File: src/rtl/typedef_pkg.sv
// Shared rename-stage sizing and the retire bus layout.
package typedef_pkg;
   localparam int NUM_PHY_REG  = 64;
   localparam int NUM_ARCH_REG = 32;
   localparam int PHY_WIDTH    = $clog2(NUM_PHY_REG);
   localparam int NUM_FREE     = NUM_PHY_REG - NUM_ARCH_REG;

   // Field names match the free_list retire ports one-for-one.
   typedef struct packed {
      logic                 retire_pr_valid;
      logic [4:0]           rd_arch;
      logic [PHY_WIDTH-1:0] rd_phy_old;
   } retire_bus_t;
endpackage

File: src/rtl/fl_ram.sv
// Free-list storage: one asynchronous read port and one synchronous write port.
// Reset reloads every entry with INIT_BASE + index.
module fl_ram #(
   parameter int DEPTH     = 32,
   parameter int WIDTH     = 6,
   parameter int INIT_BASE = 32
) (
   input  logic                     clk,
   input  logic                     rst,
   input  logic                     we_i,
   input  logic [$clog2(DEPTH)-1:0] waddr_i,
   input  logic [WIDTH-1:0]         wdata_i,
   input  logic [$clog2(DEPTH)-1:0] raddr_i,
   output logic [WIDTH-1:0]         rdata_o
);
   logic [WIDTH-1:0] mem_q [DEPTH];

   always_ff @(posedge clk) begin
      if (rst) begin
         for (int i = 0; i < DEPTH; i++) begin
            mem_q[i] <= WIDTH'(INIT_BASE + i);
         end
      end else if (we_i) begin
         mem_q[waddr_i] <= wdata_i;
      end
   end

   assign rdata_o = mem_q[raddr_i];
endmodule

File: src/rtl/free_list.sv
// Physical-register free list with a speculative allocation head that a flush
// rewinds to the committed head. Grant is combinational; frees become visible next cycle.
module free_list
   import typedef_pkg::*;
#(
   parameter int NUM_PHY_REG  = typedef_pkg::NUM_PHY_REG,
   parameter int NUM_ARCH_REG = typedef_pkg::NUM_ARCH_REG,
   localparam int PHY_W       = $clog2(NUM_PHY_REG),
   localparam int NFREE       = NUM_PHY_REG - NUM_ARCH_REG,
   localparam int IDX_W       = $clog2(NFREE),
   localparam int PTR_W       = IDX_W + 1
) (
   input  logic             clk,
   input  logic             rst,
   input  logic             flush,
   input  logic             alloc_req,
   output logic             alloc_ready,
   output logic [PHY_W-1:0] alloc_phy,
   input  logic             retire_pr_valid,
   input  logic [4:0]       rd_arch,
   input  logic [PHY_W-1:0] rd_phy_old,
   output logic [PTR_W-1:0] free_count,
   output logic             overflow_err
);
   logic [PTR_W-1:0] spec_head_q, spec_head_d;
   logic [PTR_W-1:0] commit_head_q, commit_head_d;
   logic [PTR_W-1:0] tail_q, tail_d;
   logic             overflow_q, overflow_d;

   logic alloc_fire, retire_ok, list_full, free_drop, free_write;

   assign free_count  = tail_q - spec_head_q;
   assign alloc_ready = (tail_q != spec_head_q);
   assign list_full   = (free_count == PTR_W'(NFREE));

   assign alloc_fire  = alloc_req && alloc_ready && !flush;
   assign retire_ok   = retire_pr_valid && (rd_arch != 5'd0) && !flush;
   // A same-cycle grant vacates the slot the write lands in, so full is only fatal alone.
   assign free_drop   = retire_ok && list_full && !alloc_fire;
   assign free_write  = retire_ok && !free_drop;

   always_comb begin
      spec_head_d   = spec_head_q;
      commit_head_d = commit_head_q;
      tail_d        = tail_q;
      overflow_d    = overflow_q;
      if (flush) begin
         spec_head_d = commit_head_q;
      end else begin
         if (alloc_fire) begin
            spec_head_d = spec_head_q + PTR_W'(1);
         end
         if (free_write) begin
            tail_d        = tail_q + PTR_W'(1);
            commit_head_d = commit_head_q + PTR_W'(1);
         end
         if (free_drop) begin
            overflow_d = 1'b1;
         end
      end
   end

   always_ff @(posedge clk) begin
      if (rst) begin
         spec_head_q   <= '0;
         commit_head_q <= '0;
         tail_q        <= PTR_W'(NFREE);
         overflow_q    <= 1'b0;
      end else begin
         spec_head_q   <= spec_head_d;
         commit_head_q <= commit_head_d;
         tail_q        <= tail_d;
         overflow_q    <= overflow_d;
      end
   end

   assign overflow_err = overflow_q;

   fl_ram #(
      .DEPTH     (NFREE),
      .WIDTH     (PHY_W),
      .INIT_BASE (NUM_ARCH_REG)
   ) u_ram (
      .clk     (clk),
      .rst     (rst),
      .we_i    (free_write),
      .waddr_i (tail_q[IDX_W-1:0]),
      .wdata_i (rd_phy_old),
      .raddr_i (spec_head_q[IDX_W-1:0]),
      .rdata_o (alloc_phy)
   );
endmodule

File: config.mk
export PLATFORM = sky130hd
export DESIGN_NAME = free_list
export DESIGN_NICKNAME = d
export VERILOG_FILES = /design/src/rtl/typedef_pkg.sv /design/src/rtl/fl_ram.sv /design/src/rtl/free_list.sv
export SDC_FILE = /design/constraint.sdc
export NUM_CORES = 1
export LEC_CHECK = 0
export ABC_AREA = 1
export CAP_MARGIN = 5
export CORE_MARGIN = 4
export CORE_UTILIZATION = 45
export CTS_BUF_LIST = sky130_fd_sc_hd__clkbuf_8
export DETAILED_ROUTE_END_ITERATION = 10
export HOLD_SLACK_MARGIN = 0.1
export SYNTH_ARGS = -nofsm -noshare
export SYNTH_HDL_FRONTEND = slang
export SYNTH_HIERARCHICAL = 1
export SYNTH_SLANG_ARGS = --single-unit
File: constraint.sdc
create_clock -name clk -period 4 [get_ports clk]
set_clock_uncertainty 0.1 [all_clocks]
set_input_delay 0.6 -clock clk [delete_from_list [all_inputs] [get_ports clk]]
set_output_delay 0.6 -clock clk [all_outputs]
set_load 0.01 [all_outputs]
==> impl_results.md, run 1 <==
- Clock buffer depth: 3
- Mapped Area: 0.0104 sq mm
- Final Max Tran Viols: 0
- Placed cell count: 1450
- Setup violators final: 0
- Final instance area: 0.0116 sq mm
- I/O pins: 30
- Crit-path slowest cell: inv_2
- Area Growth Syn to Fin: 11.2%
- Worst-margin pin slew: 886 ps
- Post-layout minimum cycle time: 3700 ps
- Net Sw Frac: 25.6%
- Synth cell types: 31
- Crit path max fanout: 48
- Worst stage delay on the critical path: 640 ps
- Worst Path Class, Setup: register to output port
- Die Area: 0.0256 sq mm
- Initial antenna violation count: 0
- Final HPWL DP: 17100 um
- Clock root cell: clkbuf_8
- Global route overflow: 0
- Worst Path Buf+Inv: 3
- PwrDens: 416 mW/mm^2
- Post-synthesis sequential area ratio: 59.1%
- Max VDD drop: 0.247 mV
- Max Freq: 270 MHz
- Cell mode on critical path: nand2_1
- NetSw: 0.00123 W
- Residual DRC count: 0
- First-pass GRT wire length: 41200 um
- CTS hold repair buffers: 0
- DR WL/cell: 17.2 um
- Clock-pin slew on the worst setup and hold paths: 60 ps
- Mean post-synth cell area: 8.81 sq um
- Total number of vias: 7843
- GRT Total Usage: 20.3%
- Worst-Skew Late Latency: 510 ps
- Critical path arrival: 3000 ps
- ANT nets after route: 0
- Total CTS buffers: 37
- Vias in the first global route: 7573
- Largest net degree at the start of global routing: 55
- Site Rows: 55
- Crit share post-route: 92.5%
- Synthesis warning total: 6
- Leak pwr: 4.27 nW
- Worst-path cell chain: buf_4 -> inv_2 -> nand3_1 -> nand3_1 -> nand2_1 -> nand2_1 -> nand2_1 -> nand2_1 -> nand2_1 -> clkdlybuf4s50_1
- Min Hold Slack: 364 ps
- Synth Register Bits: 211
- Initial DRC Count: 639
- Final Hold Fails: 0
- Fin nets: 1229
- Initial Util: 45.8%
- Clk sinks: 211
- Max Cap Violations: 0
- Via density: 5.17
- Setup Total Neg Slack: 0 ps
- Worst setup SP type: register
- Status: completed
- Detailed Route WL: 26200 um
- PortBufs: 29
- Number of inserted diodes: 0
- Combinational Power Share: 10.8%
- Die Y-Extent: 160 um
- Worst hold path class: register to register
- Die X: 160 um
- GP Congestion: 0.825
- Placed instance area: 0.0109 sq mm
- Post-synthesis cell count: 1181
- Power Internal: 0.00358 W
- Required time of the critical path: 3300 ps
- Clock share of power: 38.3%
- Critical Path Sink Type: output port
- Mapped Nets: 1206
- Kind of cell adding the most delay to the critical path: buffers and inverters
- H-tree Lvls: 2
- Slew headroom: 41.0%
- Core area: 0.0227 sq mm
- Final core occ: 50.9%
- Drt pass-1 iters: 4
- Non-Filler Instances: 1517
- Share of layout cells above drive strength 1: 8.04%
- CTS tree: yes
- Reg power frac: 50.9%
- RSZ-0062 raised after global routing: false
sequential cells by signal (all words and copies together), names as in the netlist:
name,count
tail_q,6
commit_head_q,6
u_ram/mem_q,192
spec_head_q,6
overflow_err,1
per-stage QoR:
step	total power (W)	setup WS, ps
after floorplan	0.00284	846
after global placement	0.00301	448
after detailed placement	0.00302	377
after CTS	0.00487	154
after global routing	0.00502	2.66
final	0.00482	300
cell families (layout without fill, tap and decap cells):
logic type,count (synthesis),count (layout),synth area share [%]
AOI/OAI and AO/OA,22,22,1.20
adders and majority gates,9,9,1.16
buffers and inverters,149,200,6.41
and+or+nand+nor,777,777,31.0
xor gates and xnor gates,13,13,1.09
DFF,211,211,59.1
metal layers:
metal | vias to the layer above | global-route usage, % | share of wire (%)
li1 | 3908 | - | -
met1 | 3699 | 29.1 | 47
met2 | 185 | 32.4 | 46
met3 | 51 | 2.92 | 4.6
met4 | 0 | 5.83 | 2.3
met5 | - | 0 | 0
Yosys cell counts, drive strengths merged:
| master | instances | share of area [%] |
|---|---|---|
| fa | 1 | 0.19 |
| a21oi | 14 | 0.67 |
| xnor2 | 1 | 0.084 |
| nor2 | 130 | 5.0 |
| a31oi | 1 | 0.060 |
| a211oi | 1 | 0.072 |
| nand3 | 170 | 8.4 |
| o221ai | 1 | 0.084 |
| nor3 | 14 | 0.67 |
| clkbuf | 29 | 1.0 |
| o21ai | 2 | 0.096 |
| buf | 34 | 2.2 |
| inv | 86 | 3.2 |
| xor2 | 12 | 1.0 |
| dfxtp | 19 | 3.7 |
| nand4 | 2 | 0.12 |
| a22oi | 3 | 0.22 |
| nand2 | 459 | 17 |
| edfxtp | 192 | 55 |
| ha | 8 | 0.96 |
| nand3b | 2 | 0.14 |
tightest hold or removal path, cell delays in order (launching register included):
cell	delay, ps
dfxtp_1	310
inv_1	50
a21oi_1	60
worst paths after layout:
check | endpoint | start | slack, ps | cells past startpoint
setup reg to reg | u_ram/mem_q[2][1] | tail_q[0] | 310 | 16
hold / removal | overflow_err | overflow_err | 360 | 2
hold reg to reg | overflow_err | overflow_err | 360 | 2
setup / recovery | alloc_phy[1] | spec_head_q[1] | 300 | 10
cells in the final DEF, fill, tap and decap left out, drive strengths merged:
master	n
fa	1
o221ai	1
clkinv	13
nor3	14
bufinv	1
a31oi	1
nand4	2
a22oi	3
a21oi	14
dfxtp	19
clkbuf	40
buf	18
nor2	130
xnor2	1
a211oi	1
nand3b	2
nand3	170
o21ai	2
xor2	12
clkdlybuf4s50	29
inv	98
nand2	459
ha	8
edfxtp	192
clkinvlp	1
power by group through the flow:
stage          logic [W]  registers, W  clock network (W)
4_1_cts         0.000523       0.00245            0.00189
3_5_place_dp    0.000522       0.00250                  0
2_1_floorplan   0.000349       0.00249                  0
6_report        0.000521       0.00245            0.00184
3_3_place_gp    0.000519       0.00250                  0
5_1_grt         0.000579       0.00245            0.00199
area by class of cell:
class	count	area (sq um)
inverters	86	328
repair buffers	47	445
well taps	285	357
fillers	2195	11100
flip-flops and latches	211	6150
clock buffers	40	551
multi-input cells	821	3600
clock inverters	27	134
timing repair:
item                                   CTS  global route
buffers inserted                         0             0
gates resized for setup                  1             9
setup endpoints to repair                1            44
endpoints found under the hold margin    0             0
Note: power is estimated with default switching activity, not from simulation.
==> run 2: changes to the inputs <==
- PLACE_DENSITY: unset -> 0.72
- SETUP_SLACK_MARGIN: unset -> 0.02
==> run 2 against run 1 <==
Effect of this change: cell count is 0.13% higher; global-route usage is 0.83 points lower; routed wire length is 4.4% lower; largest power group unchanged; highest routed layer unchanged.
==> impl_results.md, run 2 (same netlist as run 1, synthesis figures left out) <==
- Status: completed (unchanged)
- Die X: 160 um (unchanged)
- Multi-input gate area: 0.00361 sq mm (was 0.00360 sq mm)
- Worst setup endpoint: u_ram/mem_q[20][0] (was alloc_phy[1])
- Max VDD drop: 0.278 mV (was 0.247 mV)
- Residual DRC count: 0 (unchanged)
- Worst reg2reg setup slack: 260 ps (was 310 ps)
- Reg2reg start: tail_q[0] (unchanged)
- RSZ-0062 raised after global routing: true (was false)
- Detailed Route WL: 25000 um (was 26200 um)
- CTS tree: yes (unchanged)
- Worst hold path class: register to register (unchanged)
- Die Area: 0.0256 sq mm (unchanged)
- First-pass GRT wire length: 39500 um (was 41200 um)
- Slew headroom: 42.3% (was 41.0%)
- Worst setup SP type: register (unchanged)
- GP Congestion: 0.863 (was 0.825)
- Critical path arrival: 3850 ps (was 3000 ps)
- PortBufs: 29 (unchanged)
- Global route overflow: 0 (unchanged)
- Worst-path cell chain: inv_1 -> ha_1 -> fa_1 -> nand4_1 -> nor2_1 -> nand2_1 -> nor2_2 -> nand3_4 -> nand2_2 -> inv_2 -> nand2_1 -> nor3_1 -> inv_1 -> nor2_1 -> inv_1 -> nand2_1 (was buf_4 -> inv_2 -> nand3_1 -> nand3_1 -> nand2_1 -> nand2_1 -> nand2_1 -> nand2_1 -> nand2_1 -> clkdlybuf4s50_1)
- Final instance area: 0.0116 sq mm (about the same)
- Commonest non-fill, non-tap cells in the layout: nand2_1 (455), edfxtp_1 (192), nand3_1 (168), nor2_1 (111), inv_1 (79) (was nand2_1 (455), edfxtp_1 (192), nand3_1 (168), nor2_1 (112), inv_1 (87))
- Fillers: 2065 (was 2195)
- Site Rows: 55 (unchanged)
- Setup violators final: 0 (unchanged)
- Core area: 0.0227 sq mm (unchanged)
- Worst-margin pin slew: 864 ps (was 886 ps)
- Setup WS post-layout: 262 ps (was 300 ps)
- Clock buffer depth: 3 (unchanged)
- Total number of vias: 8144 (was 7843)
- CTS hold repair buffers: 0 (unchanged)
- Biggest register: u_ram/mem_q (unchanged)
- Reg-to-reg endpoint: u_ram/mem_q[20][0] (was u_ram/mem_q[2][1])
- Storage element area: 0.00615 sq mm (unchanged)
- Worst-Skew Late Latency: 520 ps (was 510 ps)
- Clock-pin slew on the worst setup and hold paths: 60 ps (about the same)
- Vias in the first global route: 7901 (was 7573)
- Number of inserted diodes: 0 (unchanged)
- Max Cap Violations: 0 (unchanged)
- Area Growth Syn to Fin: 11.4% (was 11.2%)
- Fin nets: 1231 (was 1229)
- Post-layout minimum cycle time: 3740 ps (was 3700 ps)
- Share of layout cells above drive strength 1: 8.27% (was 8.04%)
- Crit-path slowest cell: fa_1 (was inv_2)
- Setup bufs post-CTS: 0 (unchanged)
- Crit share post-route: 93.5% (was 92.5%)
- Most common cell after layout, fill and taps aside: nand2_1 (unchanged)
- Final Max Tran Viols: 0 (unchanged)
- Clock root cell: clkbuf_8 (unchanged)
- GRT Total Usage: 19.4% (was 20.3%)
- Max reg flops: 192 (unchanged)
- Register-to-Register Path Depth: 16 (unchanged)
- Worst slack, placed: 285 ps (was 377 ps)
- Die Y-Extent: 160 um (unchanged)
- H-tree Lvls: 2 (unchanged)
- Clk sinks: 211 (unchanged)
- Placed instance area: 0.0109 sq mm (about the same)
- Drt pass-1 iters: 5 (was 4)
- Critical Path Sink Type: register (was output port)
- ANT nets after route: 0 (unchanged)
- Final HPWL DP: 16400 um (was 17100 um)
- Setup Total Neg Slack: 0 ps (unchanged)
- Worst Path Class, Setup: register to register (was register to output port)
- Worst stage delay on the critical path: 530 ps (was 640 ps)
- I/O pins: 30 (unchanged)
- Initial antenna violation count: 0 (unchanged)
- Initial DRC Count: 653 (was 639)
- Post-CTS resize count: 0 (was 1)
- Total CTS buffers: 37 (unchanged)
- Initial Util: 45.8% (unchanged)
- Max Freq: 267 MHz (was 270 MHz)
- Final Hold Fails: 0 (unchanged)
- Leak pwr: 4.25 nW (was 4.27 nW)
- Crit path max fanout: 14 (was 48)
- PwrDens: 412 mW/mm^2 (was 416 mW/mm^2)
- Via density: 5.36 (was 5.17)
- Largest net degree at the start of global routing: 58 (was 55)
- Required time of the critical path: 4110 ps (was 3300 ps)
- CP startpoint: tail_q[0] (was spec_head_q[1])
- DR WL/cell: 16.5 um (was 17.2 um)
==> run 2: layout make-up <==
class / instances / share of cell area, %
flip-flops and latches: 211 / 53.1
multi-input cells: 821 / 31.2
clock buffers: 39 / 4.64
repair buffers: 49 / 3.91
well taps: 285 / 3.08
inverters: 86 / 2.83
clock inverters: 28 / 1.22
==> run 2: critical path: cells and delay by family, from the launching register on <==
family / cells / cell delay [ps]
flops: 1 / 470
fa+ha+maj: 2 / 750
buf+inv: 4 / 750
simple gates: 10 / 1350
==> run 2: per-layer routing <==
| metal | vias up | GRT usage [%] | part of all wire, % |
|---|---|---|---|
| met4 | 0 | 7.98 | 3.2 |
| met3 | 72 | 3.56 | 9.2 |
| li1 | 3914 | - | - |
| met5 | - | 0 | 0 |
| met2 | 394 | 33.1 | 48 |
| met1 | 3764 | 24.6 | 40 |
==> run 2: per-stage QoR <==
stage	hold WS (ps)	power, W	util (%)	std cells
after floorplan	348	0.00284	-	1181
after global placement	363	0.00301	47.9	1452
after detailed placement	351	0.00301	47.9	1452
after CTS	363	0.00482	50.9	1519
after global routing	399	0.00498	51.0	1519
final	361	0.00478	51.0	1519
==> run 2: worst min-delay path by stage <==
| stage | slack, ps | startpoint | to | cells after the start |
|---|---|---|---|---|
| floorplan | 350 | commit_head_q[4] | commit_head_q[4] | 2 |
| global placement | 360 | overflow_err | overflow_err | 2 |
| detailed placement | 350 | overflow_err | overflow_err | 2 |
| CTS | 360 | overflow_err | overflow_err | 2 |
| global route | 400 | overflow_err | overflow_err | 2 |
| finish | 360 | overflow_err | overflow_err | 2 |
==> run 2: power breakdown <==
group,internal (W),switching [W],total (W)
logic,0.000165,0.000359,0.000524
clock network,0.000967,0.000834,0.00180
registers,0.00243,0.0000170,0.00245
total,0.00357,0.00121,0.00478
==> run 3: changes to the inputs <==
- DONT_BUFFER_PORTS: unset -> 1
- PLACE_DENSITY: 0.72 -> 0.71
==> run 3 against run 2 <==
Effect of this change: non-clock buffer count shrank 30; die area is the same; critical path type unchanged; largest power group unchanged; core utilization shrank 1.5 points; largest cell class unchanged.
==> impl_results.md, run 3 (same netlist as run 1, synthesis figures left out) <==
- Die Area: 0.0256 sq mm (unchanged)
- Register-to-Register Path Depth: 18 (was 16)
- Global route overflow: 0 (unchanged)
- GP Congestion: 0.879 (was 0.863)
- Site Rows: 55 (unchanged)
- Initial DRC Count: 615 (was 653)
- Final instance area: 0.0112 sq mm (was 0.0116 sq mm)
- Vias in the first global route: 7764 (was 7901)
- Worst setup SP type: register (unchanged)
- Crit share post-route: 92.0% (was 93.5%)
- Storage element area: 0.00615 sq mm (unchanged)
- Post-layout minimum cycle time: 3680 ps (was 3740 ps)
- Final Hold Fails: 0 (unchanged)
- Worst stage delay on the critical path: 470 ps (was 530 ps)
- I/O pins: 30 (unchanged)
- Slew headroom: 34.0% (was 42.3%)
- Final HPWL DP: 15900 um (was 16400 um)
- Worst Path Class, Setup: register to register (unchanged)
- M2 GR Usage: 31.7% (was 33.1%)
- DR WL/cell: 17.0 um (was 16.5 um)
- Placed instance area: 0.0106 sq mm (was 0.0109 sq mm)
- Most common cell after layout, fill and taps aside: nand2_1 (unchanged)
- Total number of vias: 7973 (was 8144)
- Setup WS post-layout: 319 ps (was 262 ps)
- Crit path max fanout: 14 (unchanged)
- Share of layout cells above drive strength 1: 8.26% (was 8.27%)
- Area Growth Syn to Fin: 8.16% (was 11.4%)
- Core area: 0.0227 sq mm (unchanged)
- PortBufs: 0 (was 29)
- Clock-pin slew on the worst setup and hold paths: 60 ps (about the same)
- Commonest non-fill, non-tap cells in the layout: nand2_1 (455), edfxtp_1 (192), nand3_1 (168), nor2_1 (113), inv_1 (81) (was nand2_1 (455), edfxtp_1 (192), nand3_1 (168), nor2_1 (111), inv_1 (79))
- Initial antenna violation count: 0 (unchanged)
- CTS tree: yes (unchanged)
- Leak pwr: 4.13 nW (was 4.25 nW)
- Initial Util: 45.8% (unchanged)
- Setup Total Neg Slack: 0 ps (unchanged)
- Biggest register: u_ram/mem_q (unchanged)
- Number of inserted diodes: 0 (unchanged)
- Max reg flops: 192 (unchanged)
- Worst-path cell chain: inv_1 -> ha_1 -> fa_1 -> inv_1 -> nand3_1 -> nand2_1 -> nand2_1 -> nand2_1 -> nor2_2 -> nand3_4 -> nand2_2 -> inv_2 -> nand2_1 -> nor3_1 -> inv_2 -> nor2_1 -> inv_1 -> nand2_1 (was inv_1 -> ha_1 -> fa_1 -> nand4_1 -> nor2_1 -> nand2_1 -> nor2_2 -> nand3_4 -> nand2_2 -> inv_2 -> nand2_1 -> nor3_1 -> inv_1 -> nor2_1 -> inv_1 -> nand2_1)
- Largest net degree at the start of global routing: 97 (was 58)
- Clock buffer depth: 3 (unchanged)
- Worst-margin pin slew: 991 ps (was 864 ps)
- Hold Crit Depth: 2 (unchanged)
- Global route hottest layer: met2 (unchanged)
- Met1 Track Usage GR: 25.7% (was 24.6%)
- Die X: 160 um (unchanged)
- Via density: 5.38 (was 5.36)
- Status: completed (unchanged)
- Max VDD drop: 0.274 mV (was 0.278 mV)
- Detailed Route WL: 25300 um (was 25000 um)
- Worst-Skew Late Latency: 530 ps (was 520 ps)
- Met3 Use GR: 3.64% (was 3.56%)
- Die Y-Extent: 160 um (unchanged)
- Worst slack, placed: 211 ps (was 285 ps)
- Crit-path slowest cell: dfxtp_1 (was fa_1)
- Drt pass-1 iters: 6 (was 5)
- Final Max Tran Viols: 0 (unchanged)
- H-tree Lvls: 2 (unchanged)
- ANT nets after route: 0 (unchanged)
- Critical path arrival: 3810 ps (was 3850 ps)
- Total CTS buffers: 36 (was 37)
- RSZ-0062 raised after global routing: false (was true)
- Required time of the critical path: 4130 ps (was 4110 ps)
- Multi-input gate area: 0.00360 sq mm (was 0.00361 sq mm)
- Critical Path Sink Type: register (unchanged)
- Worst hold path class: primary input to register (was register to register)
- Setup violators final: 0 (unchanged)
- Fin nets: 1200 (was 1231)
- Max Freq: 272 MHz (was 267 MHz)
- Fillers: 2081 (was 2065)
- Clock root cell: clkbuf_8 (unchanged)
- Final core occ: 49.5% (was 51.0%)
- Max Cap Violations: 0 (unchanged)
- Clk sinks: 211 (unchanged)
- PwrDens: 423 mW/mm^2 (was 412 mW/mm^2)
- GRT Total Usage: 19.5% (was 19.4%)
- First-pass GRT wire length: 39500 um (about the same)
- Residual DRC count: 0 (unchanged)
- Cell mode on critical path: nand2_1
run 3: changes by cell type in the layout (fill, tap and decap cells not counted), moves of 2 or more:
cell	previous run	this run
clkbuf_8	39	36
clkinv_1	19	10
inv_1	79	81
nor2_1	111	113
clkdlybuf4s50_1	29	0
nor2_4	2	0
run 3: final cells by class:
class,count,area share (%)
Inverter,86,2.91
Clock inverter,25,1.54
Sequential cell,211,54.7
Clock buffer,36,4.41
Multi-Input combinational cell,821,32.0
Tap cell,285,3.17
Timing Repair Buffer,19,1.29
run 3: critical path, delay by kind of cell (launching register included):
kind | cells | cell delay, ps
buffers and inverters | 5 | 630
and+or+nand+nor | 11 | 1570
DFF | 1 | 470
adders and majority gates | 2 | 630
run 3: worst paths after layout:
path / slack, ps / startpoint / endpoint
worst max-delay path: 320 / tail_q[0] / u_ram/mem_q[25][3]
worst min-delay path: 160 / flush / spec_head_q[4]
worst min register to register: 400 / commit_head_q[5] / commit_head_q[5]
worst max register to register: 320 / tail_q[0] / u_ram/mem_q[25][3]
run 3: repair_timing:
| action | in CTS | in global routing |
|---|---|---|
| gates resized for setup | 0 | 8 |
| buffers inserted | 0 | 0 |
| endpoints found under the setup margin | 0 | 114 |
| endpoints found under the hold margin | 12 | 0 |
| hold buffers | 1 | 0 |
run 3: power breakdown:
| group | switching, W | total (W) | leakage (nW) | internal, W |
|---|---|---|---|---|
| Combinational | 0.000350 | 0.000467 | 2.02 | 0.000117 |
| Clock | 0.000857 | 0.00183 | 0.371 | 0.000978 |
| Sequential | 0.0000173 | 0.00245 | 1.74 | 0.00243 |
run 3: layer usage:
metal / vias up / part of all wire (%)
met5: - / 0
met4: 0 / 3.4
met3: 70 / 9.6
met2: 410 / 46
met1: 3651 / 41
li1: 3842 / -
run 3: through the flow:
step	total power (W)	hold slack, ps	instances
2_1_floorplan	0.00284	348	1181
3_3_place_gp	0.00295	393	1421
3_5_place_dp	0.00295	386	1421
4_1_cts	0.00478	138	1483
5_1_grt	0.00493	160	1483
6_report	0.00475	163	1483
